**src/rtl/zoom_pkg.sv**
```systemverilog
// Shared constants and types for the 1280x720 -> 960x540 bilinear scaler scheduler.
package zoom_pkg;
  localparam int SRC_W    = 1280;
  localparam int SRC_H    = 720;
  localparam int DST_W    = 960;
  localparam int DST_H    = 540;
  localparam int PIPE_LAT = 2;

  typedef enum logic [1:0] {
    IDLE      = 2'd0,
    WAIT_LINE = 2'd1,
    RUN       = 2'd2,
    LINE_END  = 2'd3
  } state_t;

  // One slot of the marker delay line that travels alongside the read.
  typedef struct packed {
    logic vld;
    logic sof;
    logic eol;
    logic eof;
  } mark_t;
endpackage

```
**src/rtl/zoom_phase_cnt.sv**
```systemverilog
// Phase 0..2 plus group counter; {group, phase} is a source coordinate that skips 3 mod 4.
module zoom_phase_cnt #(
  parameter int NGRP = 320,
  parameter int GW   = 9
) (
  input  logic          clk,
  input  logic          rst_n,
  input  logic          clr,
  input  logic          en,
  output logic [1:0]    phase,
  output logic [GW-1:0] group,
  output logic          last
);
  import zoom_pkg::*;

  assign last = (phase == 2'd2) && (group == GW'(NGRP - 1));

  always_ff @(posedge clk or negedge rst_n) begin
    if (!rst_n) begin
      phase <= 2'd0;
      group <= '0;
    end else if (clr) begin
      phase <= 2'd0;
      group <= '0;
    end else if (en) begin
      if (phase == 2'd2) begin
        phase <= 2'd0;
        group <= last ? '0 : group + 1'b1;
      end else begin
        phase <= phase + 2'd1;
      end
    end
  end
endmodule

```
**src/rtl/zoom_sched.sv**
```systemverilog
// Destination-raster scheduler: one 2x2 source read per output pixel, phase indices,
// line release counts and a PIPE_LAT-aligned marker stream for the blender.
module zoom_sched #(
  parameter int DST_W    = zoom_pkg::DST_W,
  parameter int DST_H    = zoom_pkg::DST_H,
  parameter int PIPE_LAT = zoom_pkg::PIPE_LAT
) (
  input  logic              clk,
  input  logic              rst_n,
  input  logic              start,
  input  logic              abort,
  input  logic              line_rdy,
  input  logic              dst_rdy,
  output logic              rd_en,
  output logic [10:0]       rd_x,
  output logic [9:0]        rd_y,
  output logic [1:0]        coef_x,
  output logic [1:0]        coef_y,
  output logic              line_done,
  output logic [1:0]        rel_cnt,
  output logic              out_vld,
  output logic              out_sof,
  output logic              out_eol,
  output logic              out_eof,
  output logic              busy,
  output zoom_pkg::state_t  state_dbg
);
  import zoom_pkg::*;

  localparam int XGW = 9;
  localparam int YGW = 8;

  state_t          state, state_nxt;
  logic            x_clr, x_en, y_clr, y_en;
  logic [1:0]      px, py;
  logic [XGW-1:0]  kx;
  logic [YGW-1:0]  ky;
  logic            x_last, y_last;
  mark_t           mk_in;
  mark_t [PIPE_LAT-1:0] mk_pipe;

  zoom_phase_cnt #(.NGRP(DST_W / 3), .GW(XGW)) u_x_cnt (
    .clk   (clk),
    .rst_n (rst_n),
    .clr   (x_clr),
    .en    (x_en),
    .phase (px),
    .group (kx),
    .last  (x_last)
  );

  zoom_phase_cnt #(.NGRP(DST_H / 3), .GW(YGW)) u_y_cnt (
    .clk   (clk),
    .rst_n (rst_n),
    .clr   (y_clr),
    .en    (y_en),
    .phase (py),
    .group (ky),
    .last  (y_last)
  );

  always_ff @(posedge clk or negedge rst_n) begin
    if (!rst_n) state <= IDLE;
    else        state <= state_nxt;
  end

  // Handshake: in RUN a read is issued exactly when dst_rdy is high; a low dst_rdy
  // stalls counters and outputs without dropping a pixel. abort overrides everything.
  always_comb begin
    state_nxt = state;
    rd_en     = 1'b0;
    line_done = 1'b0;
    rel_cnt   = 2'd0;
    x_clr     = 1'b0;
    x_en      = 1'b0;
    y_clr     = 1'b0;
    y_en      = 1'b0;
    case (state)
      IDLE: begin
        x_clr = 1'b1;
        y_clr = 1'b1;
        if (start) state_nxt = WAIT_LINE;
      end
      WAIT_LINE: begin
        if (line_rdy) state_nxt = RUN;
      end
      RUN: begin
        rd_en = dst_rdy;
        x_en  = dst_rdy;
        if (dst_rdy && x_last) state_nxt = LINE_END;
      end
      LINE_END: begin
        line_done = 1'b1;
        rel_cnt   = (py == 2'd2) ? 2'd2 : 2'd1;
        x_clr     = 1'b1;
        y_en      = 1'b1;
        state_nxt = y_last ? IDLE : WAIT_LINE;
      end
      default: state_nxt = IDLE;
    endcase
    if (abort) begin
      state_nxt = IDLE;
      rd_en     = 1'b0;
      line_done = 1'b0;
      rel_cnt   = 2'd0;
      x_en      = 1'b0;
      y_en      = 1'b0;
      x_clr     = 1'b1;
      y_clr     = 1'b1;
    end
  end

  assign busy      = (state != IDLE);
  assign state_dbg = state;
  assign rd_x      = {kx, px};
  assign rd_y      = {ky, py};
  // Phase 0 of x maps to coefficient index 1; the lookup never sees x index 0.
  assign coef_x    = busy ? px + 2'd1 : 2'd0;
  assign coef_y    = py;

  assign mk_in.vld = rd_en;
  assign mk_in.sof = rd_en && (kx == '0) && (px == 2'd0) && (ky == '0) && (py == 2'd0);
  assign mk_in.eol = rd_en && x_last;
  assign mk_in.eof = rd_en && x_last && y_last;

  always_ff @(posedge clk or negedge rst_n) begin
    if (!rst_n) begin
      mk_pipe <= '0;
    end else if (abort) begin
      mk_pipe <= '0;
    end else begin
      mk_pipe[0] <= mk_in;
      for (int i = 1; i < PIPE_LAT; i++) mk_pipe[i] <= mk_pipe[i-1];
    end
  end

  assign out_vld = mk_pipe[PIPE_LAT-1].vld;
  assign out_sof = mk_pipe[PIPE_LAT-1].sof;
  assign out_eol = mk_pipe[PIPE_LAT-1].eol;
  assign out_eof = mk_pipe[PIPE_LAT-1].eof;
endmodule

```
**config.mk**
```make
export PLATFORM = sky130hd
export DESIGN_NAME = zoom_sched
export DESIGN_NICKNAME = d
export VERILOG_FILES = /design/src/rtl/zoom_pkg.sv /design/src/rtl/zoom_phase_cnt.sv /design/src/rtl/zoom_sched.sv
export SDC_FILE = /design/constraint.sdc
export NUM_CORES = 1
export LEC_CHECK = 0
export CAP_MARGIN = 20
export CORE_AREA = 2 2 64 66
export CTS_BUF_LIST = sky130_fd_sc_hd__clkbuf_16
export CTS_CLUSTER_SIZE = 10
export DETAILED_ROUTE_END_ITERATION = 12
export DIE_AREA = 0 0 66 68
export PLACE_DENSITY = 0.82
export SYNTH_ARGS = -nofsm -noshare
export SYNTH_HDL_FRONTEND = slang
export SYNTH_HIERARCHICAL = 1
export SYNTH_SLANG_ARGS = --single-unit
```
**constraint.sdc**
```tcl
create_clock -name clk -period 2.6 [get_ports clk]
set_input_delay 0.78 -clock clk [delete_from_list [all_inputs] [get_ports clk]]
set_output_delay 0.78 -clock clk [all_outputs]
set_load 0.02 [all_outputs]
```
==> summary.md, run 1 <==
| Metric | Value |
|---|---|
| WL/cell | about 14 microns |
| CTS root buf | clkbuf_16 |
| Dpl hpwl | 2966 microns |
| Placer Congestion | 0.8665 |
| Slew HR | 73.74% |
| Starting Density | ~46% |
| Filler cell count | 332 |
| DRT Wirelength | between 4000 and 5000 microns |
| Netlist cell types | 43 |
| Max-Cap Viols | 0 |
| Skew-Pair Late Insertion Delay | between 0.2 and 0.3 ns |
| WS Path Type | flip-flop to output pin |
| Crit-path max FO | 6 |
| Initial antenna violation count | 0 |
| Met3 Usage GRT | about 5.6% |
| Leak Pwr | 0.001056 uW |
| Power Internal | about 1100 uW |
| Commonest cells after routing, fill and taps aside | clkdlybuf4s50_1, dfrtp_1, nor2_1 |
| Die Area | between 0.004 and 0.005 sq mm |
| Cell mode on critical path | inv_1 |
| Final Setup Violations | 0 |
| Port buffer count | between 40 and 50 |
| Top FF cell, synth | dfrtp_1 |
| Synthesis warning total | 6 |
| CTS sink cnt | 31 |
| FF-to-FF Start | state_dbg[0] |
| Die Y | 68 microns |
| Die width | 66 microns |
| CP peak stage delay | around 0.6 ns |
| Switching share of power | approximately 31% |
| Reg area | 778.2 sq um |
| Layout cells sized above 1 | 15.88% |
| Most common cell after layout, fill and taps aside | clkdlybuf4s50_1 |
| End of the worst register-to-register path | u_x_cnt/group[5] |
| Cells on worst reg2reg path | 8 |
| Slowest library cell on the worst path | clkdlybuf4s50_1 |
| Final #Nets | between 200 and 250 |
| Placed Cells | about 280 |
| RSZ-0062 raised after global routing | no |
| Post-synthesis async set-or-reset flop share | between 90% and 100% |
| Mean Syn Cell Area | about 10 sq um |
| Pre-CTS setup slack | -0.3954 ns |
| Area Growth Syn to Fin | 36.80% |
| Vias in the first global route | 1417 |
| First-pass GRT wire length | between 6000 and 7000 microns |
| Synth top area share | 43.63% |
| Critical path arrival | roughly 1.7 ns |
| Worst slew pin tran | 0.3884 ns |
| Worst hold start | mk_pipe[1] |
| Cells after synthesis | about 180 |
| Sequential-to-total area share from yosys stat | 43.63% |
| Clk pwr share | a little over a third |
| CP Launch Type | flip-flop |
| Clock Tree Buf Depth | 2 |
| Critical-path cell list | inv_1, ha_1, inv_1, clkdlybuf4s50_1 |
| Met1 Usage GRT | roughly 27% |
| Synth area leaders | dfrtp_1, ha_1, nor2_1 |
| Final hold vios | 0 |
| Worst setup margin | 0.1009 ns |
| 1st-iter DRT viols | 59 |
| Vias per std cell | roughly 5.5 |
| R2r setup slk | between 0.5 and 0.6 ns |
| DR vias | between 1500 and 2000 |
| Cts hold-fix bufs | 0 |
| Top delay family on crit path | buffers and inverters |
| Fmax | 400.1 MHz |
| Detail Route Antenna Nets | 0 |
| Synthesized Nets | a little under 200 |
| Part of the cycle the worst path needs | between 90% and 100% |
| DRC viols | 0 |
| Power Density | between 600 and 700 mW/mm^2 |
| Core area | approximately 0.0039 sq mm |
| Clk slew on worst S/H paths | about 0.05 ns |
| 1st-pass router iterations | 4 |
| Rows | 23 |
| Logic pwr share | 30.7% |
| Min cycle time layout | approximately 2.5 ns |
| Final Non-Filler Cells | 283 |
| Grt ovf | 0 |
| Switch Pwr | approximately 480 uW |
| Hold EP | out_eol |
| Hold WC Path Type | flip-flop to flip-flop |
| Crit path buffers/inverters | 3 |
| Worst path required time | about 1.8 ns |
| Number of buffers created by CTS | 5 |
| Ports | 42 |
| Area of the multi-input gates | about 940 sq um |
| Post-synth EDFFs | 0 |
| Postcts setup bufs | 0 |
| Total track usage | about 20% |
| Peak VDD IR | 405.0 uV |
| Crit end category | output pin |
| Met2 usage | 31.19% |
| Hold Path Depth | 1 |
| Clock Skew | ~0.0014 ns |
| Max H-tree Level | 2 |
| Count of final max-slew check failures | 0 |
| CTS tree | done |
| Cell Area, Synth | approximately 0.0018 sq mm |
| Cell taking the most area after synthesis | dfrtp_1 |
| Largest net degree at the start of global routing | 32 |
| Sequential fraction of design power | 34.5% |
| Core Util, Final | 63.08% |
| Yosys reg bits | 31 |
| GRT busiest layer | met2 |
| Status | completed |
| ANT cells | 0 |
-- worst max-delay path by stage --
stage / endpoint / slack (ns) / cells past startpoint / startpoint
2_1_floorplan: rel_cnt[0] / 0.10 / 3 / abort
3_3_place_gp: rel_cnt[0] / -0.39 / 4 / abort
3_5_place_dp: rel_cnt[0] / -0.40 / 4 / abort
4_1_cts: busy / 0.01 / 4 / state_dbg[0]
5_1_grt: busy / 0.03 / 4 / state_dbg[0]
6_report: busy / 0.10 / 4 / state_dbg[0]
-- flip-flops by register name (all words and copies together), names as in the netlist --
| name | cells |
|---|---|
| state_dbg | 2 |
| mk_pipe | 4 |
| u_x_cnt/group | 9 |
| u_y_cnt/group | 8 |
| out_vld | 1 |
| u_y_cnt/phase | 2 |
| u_x_cnt/phase | 2 |
| out_eof | 1 |
| out_sof | 1 |
| out_eol | 1 |
-- worst reg2reg max path, delay by kind of cell, from the launching register on --
kind                       cells  cell delay, ns
and+or+nand+nor                5            1.09
buffers and inverters          2            0.29
adders and majority gates      1            0.20
DFF                            1            0.44
-- Yosys cell counts (all sizes together) (6+ instances only) --
library cell and instances:
dfrtp 31, nor2 17, ha 9, nor2b 9
a21oi 11, xor2 6, nand3b 6, nand3 8
nand2 15
-- stage by stage --
step	hold slack (ns)	instance area [sq um]	TNS [ns]	power, uW
global placement	0.4469	2302	-1.382	1003
global route	0.4991	2432	0	1611
detailed placement	0.4547	2302	-1.538	1016
CTS	0.4654	2435	0	1541
floorplan	0.4385	1780	0	821.7
finish	0.4614	2432	0	1533
-- what timing repair did --
item | CTS | global route
setup endpoints to repair | 6 | 2
hold endpoints to repair | 0 | 0
resized for setup | 10 | 3
-- metal layers --
| layer | vias to the layer above | wire length (microns) |
|---|---|---|
| met1 | 744 | 1808 |
| met3 | 12 | 172 |
| met2 | 42 | 1986 |
| met4 | 0 | 113 |
| li1 | 745 | - |
| met5 | - | 0 |
-- cell families after synthesis --
family	synth area share [%]
mux	1.759
flops	43.63
buf+inv	3.800
xor+xnor	2.956
fa+ha+maj	6.334
compound gates	10.56
simple gates	30.96
-- power groups by stage --
stage / registers, uW / logic [uW] / clock network, uW
6_report: 530 / 471 / 533
5_1_grt: 533 / 512 / 566
4_1_cts: 527 / 474 / 540
3_5_place_dp: 534 / 482 / 0
3_3_place_gp: 533 / 470 / 0
2_1_floorplan: 549 / 273 / 0
-- cell type report --
class | count | area share, %
Sequential cell | 31 | 32.00
Tap cell | 50 | 2.572
Multi-Input combinational cell | 135 | 38.53
Inverter | 5 | 0.7716
Timing Repair Buffer | 54 | 20.47
Clock buffer | 5 | 5.144
Clock inverter | 3 | 0.5144
No activity file was read; power rests on OpenSTA's default activity.
==> run 2, diff against run 1 <==
- RECOVER_POWER: default -> 25
==> summary.md, run 2 (same netlist as run 1, synthesis figures left out) <==
| Metric | Value |
|---|---|
| Slew HR | 49.57% (-24 points) |
| Worst slew pin tran | 0.7565 ns (+0.3680 ns) |
| Part of the cycle the worst path needs | 95.98% (-0.14 points) |
| CTS root buf | clkbuf_16 |
| Leak Pwr | 0.001052 uW (-0.38%) |
| Pre-CTS setup slack | -0.3954 ns (unchanged) |
| Power Internal | 1054 uW (-0.15%) |
| Min cycle time layout | 2.495 ns (-0.003660 ns) |
| Cells on worst reg2reg path | 8 (unchanged) |
| Postcts setup bufs | 0 (unchanged) |
| Total track usage | 20.27% (unchanged) |
| Fmax | 400.7 MHz (+0.15%) |
| Rows | 23 (unchanged) |
| WS Path Type | flip-flop to output pin |
| 1st-pass router iterations | 4 (unchanged) |
| Cell mode on critical path | inv_1 |
| Die width | 66 microns (unchanged) |
| Layout cells sized above 1 | 15.45% (-0.43 points) |
| Skew-Pair Late Insertion Delay | 0.27 ns (about the same) |
| Critical Path Stages | 4 (unchanged) |
| Filler cell count | 332 (unchanged) |
| Critical path arrival | 1.72 ns (about the same) |
| CP endpoint | busy |
| CP peak stage delay | 0.59 ns (about the same) |
| Commonest cells after routing, fill and taps aside | clkdlybuf4s50_1, dfrtp_1, nor2_1 |
| Dpl hpwl | 2966 microns (unchanged) |
| Slowest library cell on the worst path | clkdlybuf4s50_1 |
| CP Launch Point | state_dbg[0] |
| DR vias | 1540 (-0.19%) |
| Worst hold slack | 0.4614 ns (unchanged) |
| ANT cells | 0 (unchanged) |
| Crit path buffers/inverters | 3 (unchanged) |
| DRT Wirelength | 4089 microns (+0.20%) |
| Switch Pwr | 476.8 uW (-0.20%) |
| Max H-tree Level | 2 (unchanged) |
| Final Setup Violations | 0 (unchanged) |
| Logic pwr share | 30.6% (about the same) |
| DRC viols | 0 (unchanged) |
| TNS Setup | 0 ns (unchanged) |
| CTS tree | done |
| Worst setup margin | 0.1046 ns (+0.003660 ns) |
| Clk pwr share | 34.8% (about the same) |
| WL/cell | 14.45 microns (+0.20%) |
| Max-Cap Viols | 0 (unchanged) |
| Vias per std cell | 5.442 (-0.19%) |
| Worst path required time | 1.82 ns (about the same) |
| R2r setup slk | 0.51 ns (about the same) |
| Die Y | 68 microns (unchanged) |
| Final hold vios | 0 (unchanged) |
| Worst hold start | mk_pipe[1] |
| Vias in the first global route | 1417 (unchanged) |
| Count of final max-slew check failures | 0 (unchanged) |
| Total power | 1531 uW (-0.17%) |
| CTS sink cnt | 31 (unchanged) |
| Final #Nets | 247 (unchanged) |
| 1st-iter DRT viols | 60 (+1.7%) |
| Starting Density | 46.11% (unchanged) |
| Number of buffers created by CTS | 5 (unchanged) |
| Die Area | 0.004488 sq mm (unchanged) |
| Biggest regs | u_x_cnt/group: 9 flops, u_y_cnt/group: 8 flops, mk_pipe: 4 flops |
| Sequential fraction of design power | 34.6% (about the same) |
| Clock Skew | 0.001351 ns (-0.00001196 ns) |
| Most common cell after layout, fill and taps aside | clkdlybuf4s50_1 |
| Initial antenna violation count | 0 (unchanged) |
| Top delay family on crit path | buffers and inverters |
| Crit-path max FO | 6 (unchanged) |
| Power Density | 631.0 mW/mm^2 (about the same) |
| Detail Route Antenna Nets | 0 (unchanged) |
| RSZ-0062 raised after global routing | no |
| Peak VDD IR | 403.2 uV (-0.44%) |
| Placer Congestion | 0.8665 (unchanged) |
| Largest net degree at the start of global routing | 32 (unchanged) |
| Crit end category | output pin |
| Ports | 42 (unchanged) |
| Status | completed |
| First-pass GRT wire length | 6851 microns (unchanged) |
| Area Growth Syn to Fin | 36.45% |
| Reg with most FFs | u_x_cnt/group |
| Cts hold-fix bufs | 0 (unchanged) |
| Core Util, Final | 62.91% (-0.16 points) |
| Number of flip-flops in the largest register | 9 (unchanged) |
| End of the worst register-to-register path | u_x_cnt/group[5] |
| Critical-path cell list | inv_1, ha_1, inv_1, clkdlybuf4s50_1 |
| Switching share of power | 31.15% (about the same) |
| Hold WC Path Type | flip-flop to flip-flop |
| Core area | 0.003856 sq mm (unchanged) |
| Grt ovf | 0 (unchanged) |
| FF-to-FF Start | state_dbg[0] |
| Port buffer count | 41 (unchanged) |
| Clk slew on worst S/H paths | 0.05 ns (about the same) |
| CP Launch Type | flip-flop |
| Clock Tree Buf Depth | 2 (unchanged) |
==> run 2: changes by cell type in the layout (fill, tap and decap cells not counted) <==
cell and change:
dlygate4sd3_1 +1, clkbuf_2 +1, clkdlybuf4s50_1 -1, clkbuf_1 +1
buf_4 -2
==> run 2: cell type report <==
cell class / instances / area (sq um) / share of cell area (%)
clock buffer: 5 / 125.1 / 5.157
timing repair buffer: 54 / 491.7 / 20.27
inverter: 5 / 18.77 / 0.7736
tap: 50 / 62.56 / 2.579
multi-input combinational: 135 / 937.1 / 38.63
clock inverter: 3 / 12.51 / 0.5157
sequential: 31 / 778.2 / 32.08
==> run 2: worst min-delay path by stage <==
stage / depth (start not counted) / slack [ns] / endpoint
after floorplan: 1 / 0.44 / out_eof
after global placement: 1 / 0.45 / out_eof
after detailed placement: 1 / 0.45 / out_eol
after CTS: 1 / 0.47 / out_eol
after global routing: 1 / 0.50 / out_sof
final: 1 / 0.46 / out_eol
==> run 2: layer usage <==
| metal | share of wire (%) | up-vias | wire, microns | global-route usage, % |
|---|---|---|---|---|
| met5 | 0 | - | 0 | 0 |
| met4 | 2.8 | 0 | 113 | 8.929 |
| met3 | 4.5 | 12 | 183 | 5.592 |
| met2 | 48 | 44 | 1982 | 31.19 |
| met1 | 44 | 742 | 1810 | 26.91 |
| li1 | - | 742 | - | - |
==> run 2: stage by stage <==
| step | instances | instance area (sq um) |
|---|---|---|
| final | 283 | 2426 |
| after detailed placement | 275 | 2302 |
| after floorplan | 178 | 1780 |
| after global placement | 275 | 2302 |
| after CTS | 283 | 2435 |
| after global routing | 283 | 2426 |
==> run 2: timing repair <==
item	in CTS	in global routing
pin swaps	0	0
resized for setup	10	3
gates cloned	0	0
endpoints found under the setup margin	6	2
==> run 2: power by group through the flow <==
stage                     sequential (uW)  combinational, uW  clock (uW)
final                                 530                468         533
after CTS                             527                474         540
after detailed placement              534                482           0
after global placement                533                470           0
after floorplan                       549                273           0
after global routing                  533                510         566
==> run 2: worst register-to-register path, stage by stage (launching register included) <==
cell and delay, ns:
dfrtp_2 0.44, inv_1 0.13, ha_1 0.20, and3b_2 0.22
buf_4 0.16, and3b_1 0.25, nor2_2 0.05, or4_1 0.47
nand3_1 0.10
==> run 3, diff against run 2 <==
- GPL_ROUTABILITY_DRIVEN: default -> 1
- SKIP_LAST_GASP: default -> 1
==> results of run 3 <==
No change in the layout: final DEF, timing and power equal those of run 2.
